[config.mk]
export PLATFORM = sky130hd
export DESIGN_NAME = mem_arbiter
export DESIGN_NICKNAME = d
export VERILOG_FILES = /design/src/rtl/mem_pkg.sv /design/src/rtl/rr_pick.sv /design/src/rtl/mem_arbiter.sv
export SDC_FILE = /design/constraint.sdc
export NUM_CORES = 1
export LEC_CHECK = 0
export ABC_AREA = 1
export ABC_CLOCK_PERIOD_IN_PS = 2500
export CAP_MARGIN = 10
export CORE_AREA = 2 2 223 225
export CTS_CLUSTER_SIZE = 40
export DETAILED_ROUTE_END_ITERATION = 10
export DIE_AREA = 0 0 225 227
export PLACE_DENSITY = 0.45
export SYNTH_ARGS = -nofsm -noshare
export SYNTH_HDL_FRONTEND = slang
export SYNTH_SLANG_ARGS = --single-unit
[constraint.sdc]
create_clock -name clk -period 2.5 [get_ports clk]
set_input_delay 0.5 -clock clk [delete_from_list [all_inputs] [get_ports clk]]
set_output_delay 0.5 -clock clk [all_outputs]
set_load 0.01 [all_outputs]
[src/rtl/mem_pkg.sv]
// Shared memory-side definitions for the arbiter and memory controller.
// Opcode encoding seen on req_op and mc_op.
package mem_pkg;

  typedef enum logic [1:0] {
    OP_IDLE  = 2'b00,
    OP_READ  = 2'b01,
    OP_WRITE = 2'b11
  } mem_op_e;

endpackage

[src/rtl/rr_pick.sv]
// Round-robin selector: first eligible requester after i_last,
// wrapping modulo N. Purely combinational.
module rr_pick #(
  parameter  int N  = 4,
  localparam int IW = $clog2(N)
) (
  input  logic [N-1:0]  i_elig,
  input  logic [IW-1:0] i_last,
  output logic [N-1:0]  o_win,
  output logic          o_valid
);

  int          w_sum;
  logic [IW-1:0] w_idx;

  always_comb begin
    o_win   = '0;
    o_valid = 1'b0;
    w_sum   = 0;
    w_idx   = '0;
    for (int k = 1; k <= N; k++) begin
      w_sum = int'(i_last) + k;
      if (w_sum >= N) w_sum = w_sum - N;
      w_idx = IW'(w_sum);
      if (!o_valid && i_elig[w_idx]) begin
        o_win[w_idx] = 1'b1;
        o_valid      = 1'b1;
      end
    end
  end

endmodule

[src/rtl/mem_arbiter.sv]
// Round-robin arbiter granting N requesters exclusive use of a
// single memory controller, with a per-transaction watchdog.
module mem_arbiter
  import mem_pkg::*;
#(
  parameter int NUM_REQ       = 4,
  parameter int WORD_SIZE     = 32,
  parameter int ADDR_BITCOUNT = 64,
  parameter int TIMEOUT       = 1024
) (
  input  logic                             clk,
  input  logic                             rst_n,
  input  logic [NUM_REQ-1:0]               req_valid,
  input  logic [2*NUM_REQ-1:0]             req_op,
  input  logic [ADDR_BITCOUNT*NUM_REQ-1:0] req_addr,
  input  logic [WORD_SIZE*NUM_REQ-1:0]     req_wdata,
  output logic [NUM_REQ-1:0]               req_grant,
  output logic [NUM_REQ-1:0]               req_done,
  output logic [NUM_REQ-1:0]               req_rd_valid,
  output logic [WORD_SIZE-1:0]             rdata,
  output logic                             err_timeout,
  input  logic                             mc_ready,
  input  logic                             mc_tx_done,
  input  logic                             mc_rd_valid,
  input  logic [WORD_SIZE-1:0]             mc_rdata,
  output logic [1:0]                       mc_op,
  output logic [ADDR_BITCOUNT-1:0]         mc_addr,
  output logic [WORD_SIZE-1:0]             mc_wdata
);

  localparam int IW = $clog2(NUM_REQ);
  localparam int CW = $clog2(TIMEOUT) + 1;

  typedef enum logic [1:0] {
    S_INIT,
    S_IDLE,
    S_BUSY,
    S_REL
  } state_e;

  state_e                   r_state;
  state_e                   w_next;
  logic [NUM_REQ-1:0]       r_grant;
  logic [IW-1:0]            r_last;
  mem_op_e                  r_op;
  logic [ADDR_BITCOUNT-1:0] r_addr;
  logic [CW-1:0]            r_wd;

  logic [NUM_REQ-1:0]       w_elig;
  logic [NUM_REQ-1:0]       w_win;
  logic                     w_win_vld;
  logic [IW-1:0]            w_win_idx;
  logic [1:0]               w_sel_op;
  logic [ADDR_BITCOUNT-1:0] w_sel_addr;
  logic [WORD_SIZE-1:0]     w_own_wdata;
  logic                     w_busy;
  logic                     w_expire;
  logic                     w_finish;
  logic                     w_start;

  always_comb begin
    w_elig = '0;
    for (int i = 0; i < NUM_REQ; i++) begin
      w_elig[i] = req_valid[i] &&
        (req_op[2*i +: 2] == OP_READ ||
         req_op[2*i +: 2] == OP_WRITE);
    end
  end

  rr_pick #(.N(NUM_REQ)) u_pick (
    .i_elig  (w_elig),
    .i_last  (r_last),
    .o_win   (w_win),
    .o_valid (w_win_vld)
  );

  always_comb begin
    w_win_idx   = '0;
    w_sel_op    = '0;
    w_sel_addr  = '0;
    w_own_wdata = '0;
    for (int i = 0; i < NUM_REQ; i++) begin
      if (w_win[i]) begin
        w_win_idx  = IW'(i);
        w_sel_op   = req_op[2*i +: 2];
        w_sel_addr = req_addr[i*ADDR_BITCOUNT +: ADDR_BITCOUNT];
      end
      if (r_grant[i])
        w_own_wdata = req_wdata[i*WORD_SIZE +: WORD_SIZE];
    end
  end

  assign w_busy   = (r_state == S_BUSY);
  assign w_expire = w_busy && (r_wd == CW'(TIMEOUT - 1));
  assign w_finish = w_busy && (mc_tx_done || w_expire);
  assign w_start  = (r_state == S_IDLE) && (w_next == S_BUSY);

  always_comb begin
    w_next = r_state;
    unique case (r_state)
      S_INIT: if (mc_ready) w_next = S_IDLE;
      S_IDLE: begin
        if (!mc_ready)      w_next = S_INIT;
        else if (w_win_vld) w_next = S_BUSY;
      end
      S_BUSY: if (w_finish) w_next = S_REL;
      S_REL:  w_next = mc_ready ? S_IDLE : S_INIT;
      default: w_next = S_INIT;
    endcase
  end

  always_ff @(posedge clk or negedge rst_n) begin
    if (!rst_n) begin
      r_state <= S_INIT;
      r_grant <= '0;
      r_last  <= IW'(NUM_REQ - 1);
      r_op    <= OP_IDLE;
      r_addr  <= '0;
      r_wd    <= '0;
    end else begin
      r_state <= w_next;
      if (w_start) begin
        r_grant <= w_win;
        r_last  <= w_win_idx;
        r_op    <= mem_op_e'(w_sel_op);
        r_addr  <= w_sel_addr;
        r_wd    <= '0;
      end else if (w_busy) begin
        if (w_finish) r_grant <= '0;
        if (r_wd != '1) r_wd <= r_wd + 1'b1;
      end
    end
  end

  assign req_grant    = r_grant;
  assign req_done     = w_finish ? r_grant : '0;
  assign req_rd_valid =
    (w_busy && mc_rd_valid) ? r_grant : '0;
  assign rdata        = mc_rdata;
  // Completion beats the watchdog in the same cycle.
  assign err_timeout  = w_expire && !mc_tx_done;
  assign mc_op        = w_busy ? r_op : OP_IDLE;
  assign mc_addr      = w_busy ? r_addr : '0;
  assign mc_wdata     = w_busy ? w_own_wdata : '0;

endmodule

==> flow_metrics.py <==
metrics = {
    "timing": {
        "slew_viol_final": 0,
        "hold_violations": 0,
        "worst_pin_slew_ns": 0.544,
        "setup_viol_count_final": 0,
        "skew_ns": 0.0123,
        "fin_crit_ns": 2.49,
        "clock.fmax_ghz": 0.401,
        "finalCritPeriodShare_pct": 99.6,
        "max_slew_margin_pct": 63.3,
        "rsz0062_at_grt": "yes",
    },
    "layout": {
        "finalNonFillerCells": 2703,
        "final_cell_area_um2": 16400,
        "areaGrowthSynthToFinish_pct": 94.1,
        "final_util_pct": 33.8,
        "layout-drive-gt1-share_pct": 17.3,
        "nets": 2514,
    },
    "detailed_routing": {
        "drt_pass1_iterations": 5,
        "drc": 0,
        "via_count": 11596,
        "drt_first_iter_violations": 492,
        "wl_per_cell_um": 18.7,
        "ant_nets": 0,
        "wirelength_um": 50600,
        "vias_per_cell": 4.29,
    },
    "power": {
        "pwr-share-seq_pct": 10.3,
        "leakage_uw": 0.00822,
        "ir_drop_mv": 0.947,
        "power_frac_comb_pct": 82.7,
        "p_int_uw": 10700,
        "p_per_area_nw_per_um2": 1310,
        "p_switching_uw": 10800,
        "sw_frac_of_total_pct": 50.2,
        "p_total_uw": 21400,
        "pwr-share-clk_pct": 7.0,
    },
    "floorplanning": {
        "die_area_um2": 51100,
        "die_x_um": 225,
        "fp-row-count": 81,
        "dieHeight_um": 227,
        "start_util_pct": 17.4,
        "num_io_pins": 576,
        "placeableCoreArea_um2": 48500,
    },
    "status": {
        "status": "finished clean",
    },
    "global_route": {
        "grt_pass1_vias": 11362,
        "grt_pass1_wl_um": 67800,
        "grt_max_degree": 51,
        "grt_usage_pct": 17.7,
        "antenna_found_initial": 9,
        "overflow": 0,
    },
    "placed_design": {
        "gp_congestion": 0.885,
        "io_buffers": 511,
        "dp_cells": 2629,
        "placed_cell_area_um2": 14800,
        "dp_hpwl_um": 35000,
    },
    "worst_setup_path": {
        "critPathKind": "register to register",
        "cp.arrival_ns": 2.76,
        "required_ns": 2.77,
        "critPathCaptureType": "register",
        "crit_fanout": 7,
        "cp-start-kind": "register",
    },
    "flow_run": {
        "drv_cap": 0,
    },
    "cts": {
        "clockBufferDepth": 2,
        "cts_tree": "yes",
        "cts_sinks": 85,
        "clk_pin_slew_ns": 0.07,
        "cts-buffers-inserted": 9,
        "clk_latency_ns": 0.38,
        "htree_levels": 3,
        "cts_root_buffer": "clkbuf_16",
    },
    "synthesis": {
        "ys_seq_elements": 85,
        "synthCells": 1517,
        "synth.avg_cell_area_um2": 5.57,
        "yosysUniqueCellTypes": 35,
        "ys_warn_count": 0,
        "syn-num-nets": 1959,
        "ys_seq_area_share_pct": 25.2,
        "synth_area_um2": 8450,
    },
    "min_path": {
        "min_path_type": "register to register",
    },
}
critical path, cell delays in order (launching register included):
cell	delay, ns
dfstp_2	0.56
inv_2	0.06
ha_4	0.31
inv_4	0.06
nand3_4	0.08
nand2_8	0.08
nor2_8	0.15
nand4_1	0.17
nand4_4	0.14
buf_12	0.17
buf_12	0.16
buf_12	0.13
buf_8	0.10
a21oi_2	0.04
nand2_1	0.09
nand2_1	0.06
registers in the layout (all words and copies together), names as in the netlist:
signal and flops:
r_last 2, req_grant 4, r_state 2, r_op 2, r_wd 11, r_addr 64
stage by stage:
step / TNS [ns] / hold slack [ns] / setup WS [ns]
finish: 0 / 0.480 / 0.00917
global route: -2.69 / 0.498 / -0.0989
CTS: -0.104 / 0.485 / -0.0704
detailed placement: -15.91 / 0.400 / -0.420
global placement: -13.06 / 0.398 / -0.474
floorplan: 0 / 0.204 / 0.103
placed cells by master, fill, tap and decap left out, drive strengths merged:
master | netlist | final
clkinv | 1 | 6
diode | 0 | 4
a31oi | 1 | 1
bufinv | 0 | 1
clkinvlp | 0 | 1
nor2 | 126 | 126
clkbuf | 35 | 51
dfstp | 2 | 2
inv | 228 | 227
nand3b | 1 | 1
xnor2 | 1 | 1
o22ai | 1 | 1
clkdlybuf4s15 | 0 | 20
nor3 | 2 | 2
o21ai | 104 | 104
nand2 | 517 | 517
buf | 96 | 161
ha | 9 | 9
nand3 | 33 | 33
dlygate4sd3 | 0 | 1
o31ai | 1 | 1
bufbuf | 0 | 2
o211ai | 2 | 2
clkdlybuf4s50 | 0 | 404
or2 | 2 | 2
a21oi | 264 | 264
dfrtp | 83 | 83
nand4 | 7 | 7
xor2 | 1 | 1
dlygate4sd2 | 0 | 46
cells by family (layout without fill, tap and decap cells):
family / after synthesis / count (layout) / share of synthesized area [%]
AOI/OAI and AO/OA: 373 / 373 / 22.3
xor gates and xnor gates: 2 / 2 / 0.207
other: 0 / 4 / 0
and+or+nand+nor: 688 / 688 / 32.2
DFF: 85 / 85 / 25.2
buffers and inverters: 360 / 920 / 18.8
adders and majority gates: 9 / 9 / 1.33
worst paths after layout:
path	startpoint	end	slack [ns]	cells past startpoint
max in group asynchronous	rst_n	r_last[1]$_DFFE_PN1N_	1.21	3
max	r_last[0]$_DFFE_PN1N_	r_addr[16]$_DFFE_PN0N_	0.009	15
min	r_addr[51]$_DFFE_PN0N_	r_addr[51]$_DFFE_PN0N_	0.48	2
min reg2reg	r_addr[51]$_DFFE_PN0N_	r_addr[51]$_DFFE_PN0N_	0.48	2
max reg2reg	r_last[0]$_DFFE_PN1N_	r_addr[16]$_DFFE_PN0N_	0.009	15
min in group asynchronous	rst_n	r_addr[31]$_DFFE_PN0N_	0.55	2
layout make-up:
| class | instances | area (um^2) |
|---|---|---|
| multi-input combinational | 1072 | 5190 |
| fill | 5348 | 32200 |
| sequential | 85 | 2130 |
| inverter | 229 | 875 |
| clock buffer | 10 | 239 |
| tap | 622 | 778 |
| clock inverter | 6 | 71.3 |
| timing repair buffer | 675 | 7100 |
| antenna | 4 | 10.0 |
cell usage after synthesis, drive strengths merged:
cell | number | area [um^2]
a21oi | 264 | 1320
a31oi | 1 | 6.26
buf | 96 | 597
clkbuf | 35 | 131
clkinv | 1 | 3.75
dfrtp | 83 | 2080
dfstp | 2 | 52.6
ha | 9 | 113
inv | 228 | 856
nand2 | 517 | 1960
nand3 | 33 | 175
nand3b | 1 | 7.51
nand4 | 7 | 50.1
nor2 | 126 | 502
nor3 | 2 | 10.0
o211ai | 2 | 15.0
o21ai | 104 | 524
o22ai | 1 | 6.26
o31ai | 1 | 7.51
or2 | 2 | 12.5
xnor2 | 1 | 8.76
xor2 | 1 | 8.76
power groups by stage:
stage | Clock [uW] | Sequential, uW | Combinational, uW
after global routing | 1630 | 2270 | 19400
after floorplan | 0 | 2170 | 8010
after CTS | 1590 | 2210 | 15100
final | 1500 | 2210 | 17700
after detailed placement | 0 | 2210 | 13600
after global placement | 0 | 2200 | 13600
metal layers:
metal | GRT usage (%) | routed length (um) | vias to the layer above
li1 | - | - | 5784
met1 | 19.8 | 20000 | 5331
met2 | 31.0 | 25000 | 403
met3 | 6.17 | 4190 | 68
met4 | 6.75 | 1310 | 10
met5 | 0 | 71 | -
timing repair:
action / CTS / global route
buffers inserted: 11 / 16
setup endpoints to repair: 176 / 152
gates cloned: 9 / 17
hold endpoints to repair: 16 / 0
pin swaps: 11 / 42
resized for setup: 208 / 203
hold buffers: 1 / 0
Note: power is estimated with default switching activity, not from simulation.
